### src/rtl/esm_dispatch_alloc.sv
// esm_dispatch_alloc: issue-buffer entry allocation, tag wakeup and issue-free tracking.
// Build option ESM_ALLOC_RR_EN: allocate circularly from a rotating pointer instead of lowest-free.
module esm_dispatch_alloc #(
  parameter int bs   = 16,
  parameter int TAGW = 6,
  localparam int IW  = $clog2(bs)
) (
  input  logic            i_clk,
  input  logic            i_rst,
  input  logic            i_disp_valid,
  output logic            o_disp_ready,
  input  logic [TAGW-1:0] i_disp_src_tag,
  input  logic            i_disp_src_rdy,
  output logic [IW-1:0]   o_alloc_index,
  input  logic            i_wake_valid,
  input  logic [TAGW-1:0] i_wake_tag,
  input  logic            i_issue_valid,
  input  logic [IW-1:0]   i_issue_index,
  output logic [bs-1:0]   o_ready_positions,
  output logic [IW:0]     o_occupancy,
  output logic            o_full,
  output logic            o_empty
);

  logic [bs-1:0]   r_vld;
  logic [bs-1:0]   r_rdy;
  logic [TAGW-1:0] r_tag [bs];
  logic [IW:0]     r_occ;

  logic            w_full;
  logic            w_fire;
  logic            w_issue_ok;
  logic            w_new_rdy;
  logic [IW-1:0]   w_alloc;

`ifdef ESM_ALLOC_RR_EN
  logic [IW-1:0] r_rr_ptr;
  logic [IW-1:0] w_probe;

  // Scan from farthest to nearest so the first free slot at/after the pointer wins.
  always_comb begin
    w_alloc = '0;
    w_probe = '0;
    for (int k = bs - 1; k >= 0; k--) begin
      w_probe = r_rr_ptr + IW'(k);
      if (!r_vld[w_probe]) w_alloc = w_probe;
    end
  end

  always_ff @(posedge i_clk) begin
    if (i_rst)       r_rr_ptr <= '0;
    else if (w_fire) r_rr_ptr <= w_alloc + IW'(1);
  end
`else
  always_comb begin
    w_alloc = '0;
    for (int k = bs - 1; k >= 0; k--) begin
      if (!r_vld[k]) w_alloc = IW'(k);
    end
  end
`endif

  assign w_full     = (r_occ == (IW+1)'(bs));
  assign w_fire     = i_disp_valid & o_disp_ready;
  assign w_issue_ok = i_issue_valid & r_vld[i_issue_index] & r_rdy[i_issue_index];
  assign w_new_rdy  = i_disp_src_rdy | (i_wake_valid & (i_wake_tag == i_disp_src_tag));

  // An issued entry is always valid while the allocated one is always free, so they never collide.
  always_ff @(posedge i_clk) begin
    if (i_rst) begin
      r_vld <= '0;
      r_rdy <= '0;
      r_occ <= '0;
      for (int i = 0; i < bs; i++) r_tag[i] <= '0;
    end else begin
      for (int i = 0; i < bs; i++) begin
        if (i_wake_valid && r_vld[i] && !r_rdy[i] && (r_tag[i] == i_wake_tag))
          r_rdy[i] <= 1'b1;
      end
      if (w_fire) begin
        r_vld[w_alloc] <= 1'b1;
        r_rdy[w_alloc] <= w_new_rdy;
        r_tag[w_alloc] <= i_disp_src_tag;
      end
      if (w_issue_ok) begin
        r_vld[i_issue_index] <= 1'b0;
        r_rdy[i_issue_index] <= 1'b0;
      end
      r_occ <= r_occ + {{IW{1'b0}}, w_fire} - {{IW{1'b0}}, w_issue_ok};
    end
  end

  assign o_disp_ready      = ~w_full & ~i_rst;
  assign o_alloc_index     = w_alloc;
  assign o_ready_positions = r_vld & r_rdy;
  assign o_occupancy       = r_occ;
  assign o_full            = w_full;
  assign o_empty           = (r_occ == '0);

endmodule

### config.mk
export PLATFORM = sky130hd
export DESIGN_NAME = esm_dispatch_alloc
export DESIGN_NICKNAME = d
export VERILOG_FILES = /design/src/rtl/esm_dispatch_alloc.sv
export SDC_FILE = /design/constraint.sdc
export NUM_CORES = 1
export LEC_CHECK = 0
export CORE_MARGIN = 5
export CORE_UTILIZATION = 50
export DETAILED_ROUTE_END_ITERATION = 16
export MAX_ROUTING_LAYER = met4
export PLACE_DENSITY = 0.69
export SLEW_MARGIN = 20
export SYNTH_ARGS = -nofsm -noshare
export SYNTH_HDL_FRONTEND = slang
export SYNTH_SLANG_ARGS = --single-unit
### constraint.sdc
create_clock -name i_clk -period 7.4 [get_ports i_clk]
set_input_delay 1.11 -clock i_clk [delete_from_list [all_inputs] [get_ports i_clk]]
set_output_delay 1.11 -clock i_clk [all_outputs]
set_load 0.01 [all_outputs]
# After elaboration in Yosys (flattened, before gate mapping)
# Memory sizes are Yosys's and may differ from the RTL's.
# Index checks and enable logic that the tools add are counted.
# classes
addsub,2
n_lt_le_gt_ge,4
n_eq_ne,18
n_mux,71
n_bitwise,13
n_reduce_logical,68
# op_table
operator,count
$eq A6 B6 Y1,17
$mux W16,6
$mux W4,17
$logic_and A1 B1 Y1,50
$and A16 B16 Y16,3
$mux W1,42
$bwmux W16,1
$logic_not A1 Y1,16
$not A16 Y16,1
$or A16 B16 Y16,1
$lt A4 B5 Y1 const B,2
$bmux W1 S4,2
$demux W1 S4,2
$ge A4 B1 Y1 const B,2
$mux W6,1
$reduce_or A6 Y1,1
$add A5 B1 Y5,1
$and A1 B1 Y1,5
$eq A5 B5 Y1 const B,1
$logic_not A5 Y1,1
$sub A5 B1 Y5,1
$not A1 Y1,2
$or A1 B1 Y1,1
# word_totals
register_bits,37
ramBits,96
in_bits,22
word_cells,180
n_memories,1
# memory_table
name,words,word_bits,rd,rd_ports_with_merged_regs,wr,line_no,source
r_tag,16,6,16,0,16,27,logic [TAGW-1:0] r_tag [bs];

# Depth between registers and ports, before layout
# depth
word_depth,25
depth_mapped,17
ltp_nobuf,16

# Worst setup path before layout
# Ideal clock, no wire load.
# synth_path
path_type,input port to flip-flop
from,input port i_issue_index[1]
to,"register r_occ[4], in the netlist o_occupancy[4]"
setup_time_ns,0.070
t_arrival_ns,3.737
required_ns,7.330
setup_slack_ns,3.592
cell_stages,16
path_cell_list,buf_2 clkbuf_1 o21ai_0 mux4_2 a21oi_1 nor2b_1 ha_1 inv_1 ha_1 inv_1 fa_1 inv_1 a21oi_1 nor2_1 or3_1 a21oi_1
# synth_between
elab_chain_cells,5
elab_cells_between_ends,7
classes_between,add/sub (1); mux (4); bitwise (2)
# synth_lines
element,line_no,source
start: declaration,18,"input logic [IW-1:0] i_issue_index,"
$bmux W1 S4,65,assign w_issue_ok = i_issue_valid & r_vld[i_issue_index] & r_rdy[i_issue_index];
$mux W1 (not written as such),65,
$and A1 B1 Y1,65,
$and A1 B1 Y1 (*),65,
$sub A5 B1 Y5 (*),89,"r_occ <= r_occ + {{IW{1'b0}}, w_fire} - {{IW{1'b0}}, w_issue_ok};"
end signal: assignment,89,
end: declaration,28,logic [IW:0] r_occ;
# Mark *: on every way between the ends. The rest lies on a longest branch, timed or not. The select of a mux whose other input is x is not followed.
# A chain may end at the register's enable or synchronous reset.

# Final worst setup path
# Same ends and word-level chain as after synthesis.

==> flow_summary.yaml <==
clock_tree:
  path_clk_slew_ps: 50
  cts_sinks: 133
  cts_made_buffers: 17
  root_buffer: "clkbuf_16"
  cts_setup_buffers: 0
  cts_tree: "yes"
  clockBufferDepth: 2
  cts_resized: 0
  h-tree-depth: 4
  worstSkewPairLatency_ps: 420
  cts_hold_buf: 0
worst_setup_path:
  crit_required_ps: 7740
  reg2reg_slack_ps: 4260
  crit_arrival_ps: 4620
  crit_path_end_kind: "register"
  crit_path_max_fanout: 19
  crit_type: "input port to register"
  crit_path_start_kind: "input port"
cells_and_area:
  final_nets: 741
  diodes: 0
  n_fill_cell: 1173
  syn_to_final_growth_pct: 17.54
  drive_gt1_frac: 0.1172
synthesis:
  yosys_warnings: 0
  yosysSeqAreaShare: 0.5014
  synth_area_sq_um: 7227
  synth-async-reset-ratio: 0
  yosys_register_bits: 133
  synth_edf_count: 96
  syn-num-nets: 694
  syn_area_per_cell_sq_um: 10.87
  synth.distinct_cells: 54
  synth_cells: 665
  synth_ff_type: "edfxtp_1"
pwr:
  vdd_drop_max_mv: 0.1283
  power_leakage_nw: 3.030
  powerDensity_nw_per_um2: 227.2
grt:
  grt.total_usage: 0.2377
  grt_start_max_net_pins: 41
  grt-ovfl-total: 0
  grt_pass1_vias: 5007
  grt_antenna_before_repair: 0
  grt_pass1_wl_mm: 28.68
sta:
  fin_crit_sh: 0.5782
  worstMarginPinSlew_ps: 919.9
  setup_violations: 0
  skew_ps: 6.728
  maxSlewHeadroom: 0.3848
  setup_tns_ps: 0
  fmax_mhz: 233.7
  rsz0062_at_grt: "no"
  period_minus_slack_ps: 4279
  drv_slew: 0
  hold_violations: 0
  holdWs_ps: 502.2
job:
  maxCapViolCount: 0
floorplan:
  core-area_sq_um: 14370
  initial_core_util: 0.5030
  die_h_um: 130.2
  dieWidth_um: 130.2
  io_pins: 50
  die-area_sq_um: 16960
  rows: 44
route:
  drc: 0
  antenna_left: 0
  wl_per_cell_um: 20.39
  via_per_inst: 5.616
  routed_wl_mm: 18.54
  detail_route.iter0.violations: 441
  firstDrtPassIters: 5
  vias: 5105
status:
  outcome: "complete, no violations"
min_path:
  hp-class: "register to register"
placement:
  gp_congestion: 0.9139
  detailed_place_hpwl_mm: 12.43
  io_buffers: 49
==> critical path: stages <==
cell	delay, ps
clkdlybuf4s50_1	900
mux4_2	590
mux2i_1	240
a211oi_1	70
a21oi_1	130
nor2b_1	60
ha_1	270
inv_1	40
ha_1	180
inv_1	70
fa_1	200
inv_1	50
a21oi_1	140
nor2_1	60
or3_1	350
a21oi_1	160
==> registers in the layout, summed over array words and instances, names as in the netlist <==
signal,flops
o_occupancy,5
r_rdy,16
r_tag,96
r_vld,16
==> kinds of logic after synthesis <==
family / after synthesis / share of synthesized area
fa+ha+maj: 7 / 0.01316
xor+xnor: 105 / 0.1273
simple gates: 293 / 0.2408
flops: 133 / 0.5014
buf+inv: 54 / 0.03272
mux: 6 / 0.01697
compound gates: 67 / 0.06770
==> where the power goes <==
group | switching, mW | total, mW | internal [mW]
sequential | 0.0220 | 0.854 | 0.832
clock | 0.316 | 0.855 | 0.539
combinational | 0.119 | 0.221 | 0.102
total | 0.457 | 1.93 | 1.47
==> metal layers <==
layer	vias up	routed length, um	GRT usage	part of all wire
met5	-	0	-	0
met4	0	273	0.06479	0.015
met3	23	1197	0.05199	0.065
met2	177	8957	0.3799	0.48
met1	2472	8109	0.3076	0.44
li1	2433	-	-	-
==> cells in the mapped netlist, drive strengths merged (8+ instances only) <==
library cell	n	share of area
edfxtp	96	0.40
nand2	23	0.012
or2	16	0.014
buf	21	0.015
inv	17	0.0088
xor2	39	0.047
clkbuf	16	0.0087
and2	111	0.096
nor3	28	0.026
nor2	18	0.0093
o21ai	8	0.0055
o21a	13	0.014
nor4	17	0.017
dfxtp	37	0.10
a21oi	14	0.011
or3	10	0.0087
nand3	37	0.026
xnor2	66	0.080
==> path summary, 6_finish.rpt <==
kind | startpoint | to | cells past startpoint
worst max-delay path | i_issue_index[1] | o_occupancy[4] | 16
worst min-delay path | r_rdy[14] | r_rdy[14] | 2
worst max register to register | o_occupancy[3] | o_occupancy[4] | 15
worst min register to register | r_rdy[14] | r_rdy[14] | 2
==> per-stage QoR <==
| stage | total power [mW] | instances | util | area (sq um) | worst slack, ps |
|---|---|---|---|---|---|
| 3_3_place_gp | 1.083 | 877 | 0.5495 | 7895 | 2825 |
| 4_1_cts | 1.939 | 909 | 0.5912 | 8494 | 3144 |
| 5_1_grt | 1.999 | 909 | 0.5912 | 8494 | 2791 |
| 2_1_floorplan | 1.004 | 665 | - | 7227 | 3592 |
| 3_5_place_dp | 1.091 | 877 | 0.5495 | 7895 | 2727 |
| 6_report | 1.930 | 909 | 0.5912 | 8494 | 3121 |
==> layout make-up <==
class	instances	area, sq um	share of cell area
inverters	17	63.81	0.007512
flip-flops and latches	133	3623	0.4266
clock inverters	12	152.6	0.01797
multi-input cells	478	3367	0.3964
well taps	184	230.2	0.02710
clock buffers	20	446.7	0.05258
repair buffers	65	610.6	0.07188
==> cell usage in the layout, fill, tap and decap left out, types with 8 or more instances in the layout <==
cell type / synthesis / routed
edfxtp_1: 96 / 96
o21ai_0: 8 / 8
o21a_1: 12 / 12
or3_1: 10 / 10
nor4_1: 16 / 16
a21oi_1: 13 / 13
clkdlybuf4s50_1: 0 / 49
xor2_1: 39 / 39
buf_4: 1 / 16
nor3_1: 20 / 20
nor2_1: 18 / 18
nand3_1: 37 / 37
xnor2_1: 66 / 66
nand2_1: 23 / 23
dfxtp_1: 37 / 37
inv_1: 17 / 17
or2_2: 16 / 16
clkbuf_16: 0 / 17
and2_1: 111 / 111
Power figures use the tool's default switching activity.
